## src/rtl/axis_prog_loader.sv

```systemverilog
// axis_prog_loader: assembles narrow AXI-Stream beats into instruction words
// and writes them to instruction memory at consecutive addresses from 0.
// Reports program length, completion, and malformed/oversized packets.
module axis_prog_loader #(
  parameter int ADDR_WIDTH = 10,
  parameter int DATA_WIDTH = 64,
  parameter int S_WIDTH    = 32
) (
  input  logic                  clk,
  input  logic                  rst,
  input  logic                  load_start,
  input  logic [S_WIDTH-1:0]    s_tdata,
  input  logic                  s_tvalid,
  output logic                  s_tready,
  input  logic                  s_tlast,
  output logic [ADDR_WIDTH-1:0] wr_addr,
  output logic [DATA_WIDTH-1:0] wr_data,
  output logic                  wr_en,
  output logic                  busy,
  output logic                  done,
  output logic                  error,
  output logic [ADDR_WIDTH:0]   prog_len
);

  localparam int BEATS  = DATA_WIDTH / S_WIDTH;
  localparam int BEAT_W = (BEATS > 1) ? $clog2(BEATS) : 1;
  localparam logic [BEAT_W-1:0]   LAST_K = BEAT_W'(BEATS - 1);
  // Program length at full capacity (2**ADDR_WIDTH); needs the extra bit.
  localparam logic [ADDR_WIDTH:0] CAP    = {1'b1, {ADDR_WIDTH{1'b0}}};

  typedef enum logic [1:0] {IDLE, LOAD, DRAIN} state_e;

  state_e                  state_q, state_d;
  logic [BEAT_W-1:0]       beat_q, beat_d;
  logic [DATA_WIDTH-1:0]   asm_q, asm_d;
  logic [ADDR_WIDTH-1:0]   addr_q, addr_d;
  logic [ADDR_WIDTH:0]     prog_len_q, prog_len_d;
  logic                    error_q, error_d;
  logic                    wr_en_q, wr_en_d;
  logic [ADDR_WIDTH-1:0]   wr_addr_q, wr_addr_d;
  logic [DATA_WIDTH-1:0]   wr_data_q, wr_data_d;
  logic                    done_q, done_d;

  logic accept;
  logic word_done;
  logic full;

  assign accept    = s_tvalid & s_tready;
  assign word_done = accept & (beat_q == LAST_K);
  assign full      = (prog_len_q == CAP);

  // State register.
  always_ff @(posedge clk) begin
    // NOTE: sequential state uses non-blocking assignments so every register
    // samples pre-edge values regardless of statement order.
    if (rst) state_q <= IDLE;
    else     state_q <= state_d;
  end

  // Next-state logic.
  always_comb begin
    // NOTE: default first so no path leaves state_d unassigned (no latch).
    state_d = state_q;
    unique case (state_q)
      IDLE:  if (load_start) state_d = LOAD;
      LOAD: begin
        if (accept && s_tlast)    state_d = IDLE;
        else if (word_done && full) state_d = DRAIN;
      end
      DRAIN: if (accept && s_tlast) state_d = IDLE;
      default: state_d = IDLE;
    endcase
  end

  // Outputs decoded from the state register only.
  always_comb begin
    s_tready = 1'b0;
    busy     = 1'b0;
    unique case (state_q)
      LOAD, DRAIN: begin
        s_tready = 1'b1;
        busy     = 1'b1;
      end
      default: ;
    endcase
  end

  // Datapath next-state: beat assembly, write issue, length and error tracking.
  always_comb begin
    beat_d     = beat_q;
    asm_d      = asm_q;
    addr_d     = addr_q;
    prog_len_d = prog_len_q;
    error_d    = error_q;
    wr_en_d    = 1'b0;
    wr_addr_d  = wr_addr_q;
    wr_data_d  = wr_data_q;
    done_d     = 1'b0;
    unique case (state_q)
      IDLE: begin
        if (load_start) begin
          beat_d     = '0;
          asm_d      = '0;
          addr_d     = '0;
          prog_len_d = '0;
          error_d    = 1'b0;
        end
      end
      LOAD: begin
        if (accept) begin
          // First beat lands in the least-significant slice.
          for (int k = 0; k < BEATS; k++) begin
            if (beat_q == BEAT_W'(k)) asm_d[k*S_WIDTH +: S_WIDTH] = s_tdata;
          end
          if (beat_q == LAST_K) begin
            beat_d = '0;
            if (full) begin
              // Memory already full: drop the word rather than overwrite.
              error_d = 1'b1;
            end else begin
              wr_en_d    = 1'b1;
              wr_addr_d  = addr_q;
              wr_data_d  = asm_d;
              addr_d     = addr_q + ADDR_WIDTH'(1);
              prog_len_d = prog_len_q + (ADDR_WIDTH+1)'(1);
            end
          end else begin
            beat_d = beat_q + BEAT_W'(1);
          end
          if (s_tlast) begin
            done_d = 1'b1;
            beat_d = '0;
            // Packet ended mid-word: the partial word is discarded.
            if (beat_q != LAST_K) error_d = 1'b1;
          end
        end
      end
      DRAIN: begin
        if (accept && s_tlast) done_d = 1'b1;
      end
      default: ;
    endcase
  end

  // Datapath registers.
  always_ff @(posedge clk) begin
    // NOTE: the assembly register is reset too; it is one word, not a memory,
    // so the cost is trivial and reset state is fully defined.
    if (rst) begin
      beat_q     <= '0;
      asm_q      <= '0;
      addr_q     <= '0;
      prog_len_q <= '0;
      error_q    <= 1'b0;
      wr_en_q    <= 1'b0;
      wr_addr_q  <= '0;
      wr_data_q  <= '0;
      done_q     <= 1'b0;
    end else begin
      beat_q     <= beat_d;
      asm_q      <= asm_d;
      addr_q     <= addr_d;
      prog_len_q <= prog_len_d;
      error_q    <= error_d;
      wr_en_q    <= wr_en_d;
      wr_addr_q  <= wr_addr_d;
      wr_data_q  <= wr_data_d;
      done_q     <= done_d;
    end
  end

  assign wr_en    = wr_en_q;
  assign wr_addr  = wr_addr_q;
  assign wr_data  = wr_data_q;
  assign done     = done_q;
  assign error    = error_q;
  assign prog_len = prog_len_q;

endmodule

```

## config.mk

```make
export PLATFORM = sky130hd
export DESIGN_NAME = axis_prog_loader
export DESIGN_NICKNAME = d
export VERILOG_FILES = /design/src/rtl/axis_prog_loader.sv
export SDC_FILE = /design/constraint.sdc
export NUM_CORES = 1
export LEC_CHECK = 0
export ABC_AREA = 1
export CAP_MARGIN = 20
export CORE_ASPECT_RATIO = 1.1
export CORE_MARGIN = 4
export CORE_UTILIZATION = 50
export CTS_BUF_LIST = sky130_fd_sc_hd__clkbuf_2
export DETAILED_ROUTE_END_ITERATION = 6
export PLACE_DENSITY = 0.79
export SYNTH_ARGS = -nofsm -noshare
export SYNTH_HDL_FRONTEND = slang
export SYNTH_SLANG_ARGS = --single-unit
```

## constraint.sdc

```tcl
create_clock -name clk -period 1.8 [get_ports clk]
set_input_delay 0.36 -clock clk [delete_from_list [all_inputs] [get_ports clk]]
set_output_delay 0.36 -clock clk [all_outputs]
set_load 0.02 [all_outputs]
```

### Yosys cells after proc, flatten, opt, wreduce, memory -nomap -nowiden

Index checks and enable logic that the tools add are counted.

* input port bits: 37
* latch bits: 0
* bits in writable memories: 0
* ROM bits: 0
* output and inout port bits: 90
* logic and storage cells: 75
* register bits after elaboration: 165
* memories kept: 0

* shift-type cells: 0
* magnitude comparators: 0
* divide/modulo/power cells: 0
* add/sub/neg operators: 3
* bitwise logic cells: 6
* equal/unequal tests: 9
* muxes and demuxes: 37
* reductions and logical operators: 10
* multipliers: 0

Operators by type and width (count)
* $mux 64: 2
* $pmux 64 s2: 1
* $mux 32: 2
* $mux 11: 4
* $mux 10: 4
* $pmux 11 s2: 1
* $pmux 10 s2: 1
* $mux 1: 14
* $add 11x1->11 const B: 1
* $eq 11x11->1 const B: 1
* $add 10x1->10 const B: 1
* $ne 2x2->1 const B: 5
* $mux 2: 4
* $pmux 1 s2: 3
* $pmux 2 s3: 1
* $reduce_and 3->1: 2
* $reduce_and 5->1: 1
* $not 1->1: 4
* $reduce_and 4->1: 1
* $reduce_or 4->1: 1
* $ne 3x3->1 const B: 1
* $and 1x1->1: 2
* $eq 2x1->1 const B: 1
* $eq 2x2->1 const B: 1
* 5 further kinds: 6

### Longest topological paths before layout

* depth in word-level cells: 9
* gate-level depth with buffers: 12
* gate-level depth less buffers: 10

### Worst setup path after synthesis

OpenSTA, ideal clock, no wires.

* kind: register to register
* from: register prog_len_q[0] (netlist: prog_len[0])
* to: register wr_data_q[43] (netlist: wr_data[43])
* cell stages (with the launch flop): 13
* arrival time: 1569 ps
* data required time: 1672 ps
* path buffers: 2
* setup time: 128 ps
* clock period less this slack: 1697 ps
* setup slack: 103 ps
* path through: dfxtp_1 > inv_1 > ha_1 > nand2_1 > nor2_1 > nand2_2 > nand3b_4 > buf_12 > buf_6 > nand2_1 > o21ai_2 > inv_2 > nor2_2

* word-level cells in the longest chain between the ends: 3

Ends and longest elaborated chain
* from (decl): RTL line 37 `logic [ADDR_WIDTH:0] prog_len_q, prog_len_d;`
* from (signal assigned): RTL line 163 `prog_len_q <= prog_len_d;`
* $eq 11x11->1: RTL line 50 `assign full = (prog_len_q == CAP);`
* $not 1->1 (no source line)
* $reduce_and 4->1 (no source line)
* to (signal assigned): RTL line 167 `wr_data_q <= wr_data_d;`
* to (decl): RTL line 41 `logic [DATA_WIDTH-1:0] wr_data_q, wr_data_d;`

Every way passes these cells.
A chain may end at the register's enable or synchronous reset.

### Final worst setup path

* from: register state_q[0]
* to: register addr_q[2]

* word-level cells in the longest chain between the ends: 6
* elaborated cells on any way between the ends: 13
* classes of those cells: eq/ne (6); mux (2); bitwise (1); reduce/logical (4)

Ends and longest elaborated chain
* from (decl): RTL line 33 `state_e state_q, state_d;`
* from (signal assigned): RTL line 57 `else state_q <= state_d;`
* $eq 2x2->1 / $eq 2x1->1 (equally long branches): RTL line 79, 99
* $reduce_or 2->1: RTL line 79 `unique case (state_q)`
* $mux 1: RTL line 79
* $and 1x1->1: RTL line 48 `assign accept = s_tvalid & s_tready;`
* $ne 2x2->1 (no source line)
* $reduce_and 5->1 (no source line)
* to (signal assigned): RTL line 162 `addr_q <= addr_d;`
* to (decl): RTL line 36 `logic [ADDR_WIDTH-1:0] addr_q, addr_d;`

Parallel ways exist; a longest one is shown, timed or not.

==> results.md <==
- Traced cell by cell, the critical path runs through buf_4 -> buf_6 -> ha_4 -> buf_12 -> nand2_8 -> a21oi_4 -> buf_12 -> nand3_4 -> buf_6 -> o21ai_0 -> nor2_1.
- The combinational group share of total power is 56.7%.
- The critical-path cell with the highest stage delay is sky130_fd_sc_hd__dfxtp_2.
- The die covers 17500 um2.
- The worst flop-to-flop path startpoint is state_q[0]$_SDFFE_PP0P_.
- For this run, the total global-route usage over all layers was measured as 21.9%.
- Summed over all layers, the global routing overflow is 0.
- Along the worst path, the maximum fanout reaches 7.
- The TritonCTS clock tree is built.
- The worst hold path terminates at done$_SDFF_PP0_.
- Among cell families on the critical path, the largest total delay comes from buffers and inverters.
- The via count of the first global-routing pass is around 6300.
- The leakage power of the design is about 0.0049 uW.
- The endpoint identified for the worst register-to-register timing path is addr_q[2]$_SDFFE_PP0P_.
- The number of clock buffers added by TritonCTS is 17.
- STA puts the critical path data arrival time at between 2000 and 3000 ps.
- In this run the power density over the cells is about 1400 nW/um2.
- Counting tap cells, the placed design contains a total of between 1000 and 1500 instances.
- The shortest clock period the worst path allows after layout is 2000 ps.
- The vias after detailed routing is 7549.
- The netlist area before placement is 7730 um2.
- The max-cap violation count is 0.
- After synthesis the netlist holds a flip-flop and latch count of 165.
- The final routed DRC violation total is 0.
- Timing analysis after detailed placement gives a worst setup slack of -149 ps.
- The half-perimeter wire length after detailed placement is 13100 um.
- In this run the most critical hold path is launched from s_tlast.
- The fraction of final layout cells sized beyond drive strength 1 is a little under half.
- Summing the areas of all fa, ha and maj instances in the mapped netlist gives less than 1% of the synthesized area.
- Of the total synthesized cell area, the portion taken by AND, OR, NAND and NOR gates is 15.0%.
- The normalized max-slew margin is 64.8%.
- The critical path is of the register to register type.
- The violation count after the first detailed-routing iteration is around 900.
- The cell count after synthesis came out at 947.
- The initial antenna violation count is 1.
- In this run the worst hold path is classified as input pin to register.
- The type of destination of the critical path is a register.
- The switching power summed over all nets is between 6000 and 7000 uW.
- The maximum VDD drop is roughly 1.8 mV.
- Once detail routing completed, the nets flagged for antenna violations numbered 0.
- The cell depth of the worst flop-to-flop path is 11.
- The tree is rooted in a sky130_fd_sc_hd__clkbuf_2.
- After layout, the worst setup slack is -195 ps.
- The total count of max-transition violations in the final report is 0.
- The number of levels the H-tree was split into is 4.
- The row count is 47.
- The post-synthesis compound-gate area fraction is between 20% and 30%.
- STA puts the critical path data required time at about 2500 ps.
- During I/O placement, the number of pins put on the boundary was ~130.
- In this run, flip-flops and latches consume a little under a third of the power.
- The share of the yosys chip area belonging to registers is a little over two fifths.
- The count of buffers added on input and output ports is between 100 and 150.
- Yosys printed 0 warnings.
- Based on the critical path, the design can be clocked at up to around 500 MHz.
- The total negative slack is -6590 ps.
- The final routed wire length divided by cell count is about 19 um.
- Setup repair after global routing could not meet its margin everywhere.
- The die is roughly 130 um wide.
- Together, buffers and inverters on the worst path number 5.
- The post-layout instance count excluding filler cells is 1345.
- Net switching is roughly two fifths of the power.
- The worst-case hold slack is approximately 320 ps.
- The area of the placeable core is 15100 um2.
- Along the worst hold path, the cell count comes to 3.
- After detailed routing, the number of vias per cell comes to 5.61.
- At the later pin of the worst-skew pair, clock insertion delay measures 770 ps.
- The maximum number of pins on one net before global-route repair is 66.
- The setup check on the worst reg-to-reg path leaves a slack of -200 ps.
- The longest clock path from root to sink contains 2 buffers.
- The pin slew with the least headroom to its limit is a little over 500 ps.
- The relative contribution of the clock network to total power is 12.4%.
- The kind of start point of the critical path is a register.
- Before antenna repair, the detailed router went through 5 iterations.
- Cell internal power was estimated by the tool at a little over 9000 uW.
- The synthesized netlist contains 34 unique library cells.
- The die is ~140 um tall.
- Routability-driven placement finished with a final weighted congestion of 0.894.
- When the netlist entered floorplanning its net count stood at just under 1000.
- The flow ran to the end, but the final reports show violations.
- After synthesis, the largest family of logic cells by area is compound AO/OA/AOI/OAI gates.
- The total number of clock tree sinks is between 150 and 200.
- Clock-pin slew was measured on the worst setup and hold paths at 220 ps.
- The initial utilization of the core area, before any placement, comes to between 50% and 60%.
- The largest stage delay on the critical path is 390 ps.
- The final reports fail on negative setup slack.
- Dividing the synthesized area by the synthesized cell count gives ~8.2 um2.
- The final clock skew is about 38 ps.
- In the layout the commonest cells are sky130_fd_sc_hd__nand2_1, sky130_fd_sc_hd__dfxtp_1, sky130_fd_sc_hd__buf_2, sky130_fd_sc_hd__dfxtp_2, sky130_fd_sc_hd__nor2_1.
- The final number of setup-violating endpoints is 106.
- The hold violation total from the final report is 0.
- The ratio of final minimum period to clock period is 111%.
- The xor/xnor share of the synthesized area is less than 1%.
- The wire length of the first global-routing pass is around 32000 um.
- The portion of synthesized area spent on multiplexers is under 10%.
- For this run, the post-layout net count is approximately 1200.
- For this block, the routed nets add up to about 25000 um of wire.
- Compared with the post-synthesis result, the final layout area differs by 42.9%.
per-layer routing:
layer / part of all wire, % / global-route usage [%] / vias up / wire, um
met5: 0 / 0 / - / 0
li1: - / - / 3539 / -
met1: 39 / 28.8 / 3600 / 9820
met4: 3.1 / 6.44 / 0 / 781
met2: 50 / 35.3 / 342 / 12400
met3: 7.5 / 5.90 / 68 / 1880
worst max-delay path by stage:
stage	startpoint	endpoint	slack, ps	depth (start not counted)
floorplan	prog_len[0]$_SDFFE_PP0P_	wr_data[43]$_SDFFE_PP0P_	100	12
global placement	s_tvalid	addr_q[2]$_SDFFE_PP0P_	-120	7
detailed placement	s_tvalid	prog_len[2]$_SDFFE_PP0P_	-150	7
CTS	state_q[0]$_SDFFE_PP0P_	s_tready	-200	3
global route	state_q[0]$_SDFFE_PP0P_	addr_q[2]$_SDFFE_PP0P_	-290	11
finish	state_q[0]$_SDFFE_PP0P_	addr_q[2]$_SDFFE_PP0P_	-200	11
cells by family after synthesis:
family | after synthesis
DFF | 165
adders and majority gates | 6
AOI/OAI and AO/OA | 254
buffers and inverters | 179
xor gates and xnor gates | 6
muxes | 63
and+or+nand+nor | 274
power by group through the flow:
stage | clock network (uW) | logic [uW] | registers, uW
floorplan | 0 | 3830 | 4750
global placement | 0 | 5460 | 4760
detailed placement | 0 | 5570 | 4790
CTS | 1900 | 5720 | 4710
global route | 2080 | 9190 | 4820
finish | 1910 | 8720 | 4750
synthesized netlist by cell type:
cell | instances | area, um2
sky130_fd_sc_hd__xor2_1 | 5 | 43.8
sky130_fd_sc_hd__inv_1 | 68 | 255
sky130_fd_sc_hd__buf_6 | 9 | 101
sky130_fd_sc_hd__a21oi_2 | 1 | 8.76
sky130_fd_sc_hd__nor2_1 | 85 | 319
sky130_fd_sc_hd__inv_4 | 1 | 6.26
sky130_fd_sc_hd__o21ai_2 | 32 | 280
sky130_fd_sc_hd__inv_2 | 37 | 139
sky130_fd_sc_hd__nand3_1 | 40 | 200
sky130_fd_sc_hd__ha_1 | 6 | 75.1
sky130_fd_sc_hd__nor2_2 | 5 | 31.3
sky130_fd_sc_hd__nor3_1 | 1 | 5.00
sky130_fd_sc_hd__o21bai_1 | 4 | 30.0
sky130_fd_sc_hd__a21oi_1 | 56 | 280
sky130_fd_sc_hd__nand3b_4 | 1 | 20.0
sky130_fd_sc_hd__nand2_1 | 124 | 465
sky130_fd_sc_hd__nand2_2 | 8 | 50.1
sky130_fd_sc_hd__o211a_1 | 53 | 531
sky130_fd_sc_hd__buf_2 | 28 | 140
sky130_fd_sc_hd__nand3b_1 | 1 | 7.51
sky130_fd_sc_hd__dfxtp_1 | 165 | 3300
sky130_fd_sc_hd__nand4_1 | 7 | 43.8
sky130_fd_sc_hd__a22oi_1 | 1 | 7.51
sky130_fd_sc_hd__xnor2_1 | 1 | 8.76
sky130_fd_sc_hd__o21ai_1 | 32 | 160
sky130_fd_sc_hd__o21ai_0 | 72 | 360
sky130_fd_sc_hd__o21a_1 | 2 | 15.0
sky130_fd_sc_hd__clkbuf_1 | 27 | 101
sky130_fd_sc_hd__a211o_1 | 1 | 8.76
sky130_fd_sc_hd__buf_12 | 1 | 20.0
sky130_fd_sc_hd__buf_4 | 8 | 60.1
sky130_fd_sc_hd__nand3_2 | 1 | 10.0
sky130_fd_sc_hd__nor3b_1 | 1 | 7.51
sky130_fd_sc_hd__mux2i_1 | 63 | 631
cell type report:
cell class | count | area [um2]
diodes | 1 | 2.50
clock buffers | 19 | 95.1
clock inverters | 13 | 115
fillers | 1030 | 4070
inverters | 106 | 403
multi-input cells | 603 | 4210
flip-flops and latches | 165 | 3430
well taps | 196 | 245
repair buffers | 242 | 2550
stage by stage:
stage / util [%] / total power, uW / area (um2)
after global placement: 61.6 / 10200 / 9300
final: 73.1 / 15400 / 11000
after global routing: 73.1 / 16100 / 11000
after floorplan: - / 8580 / 7730
after detailed placement: 61.6 / 10400 / 9300
after CTS: 63.6 / 12300 / 9620
tightest hold or removal path, stage by stage:
cell	delay [ps]
sky130_fd_sc_hd__clkdlybuf4s50_1	470
sky130_fd_sc_hd__nand3_1	180
sky130_fd_sc_hd__nor2_1	70
sequential cells by signal, indices dropped and copies added (netlist names):
| signal | count |
|---|---|
| asm_q | 64 |
| prog_len | 11 |
| done | 1 |
| wr_en | 1 |
| state_q | 2 |
| beat_q | 1 |
| addr_q | 10 |
| wr_data | 64 |
| wr_addr | 10 |
| error | 1 |
what timing repair did:
action                                  CTS  global route
pin swaps                                 5            21
gates cloned                              1            36
gates resized for setup                 426           289
endpoints found under the hold margin     3             0
hold buffers                              1             0
endpoints found under the setup margin  128           202
setup buffers                            15            21
(Power assumes the default switching activity.)
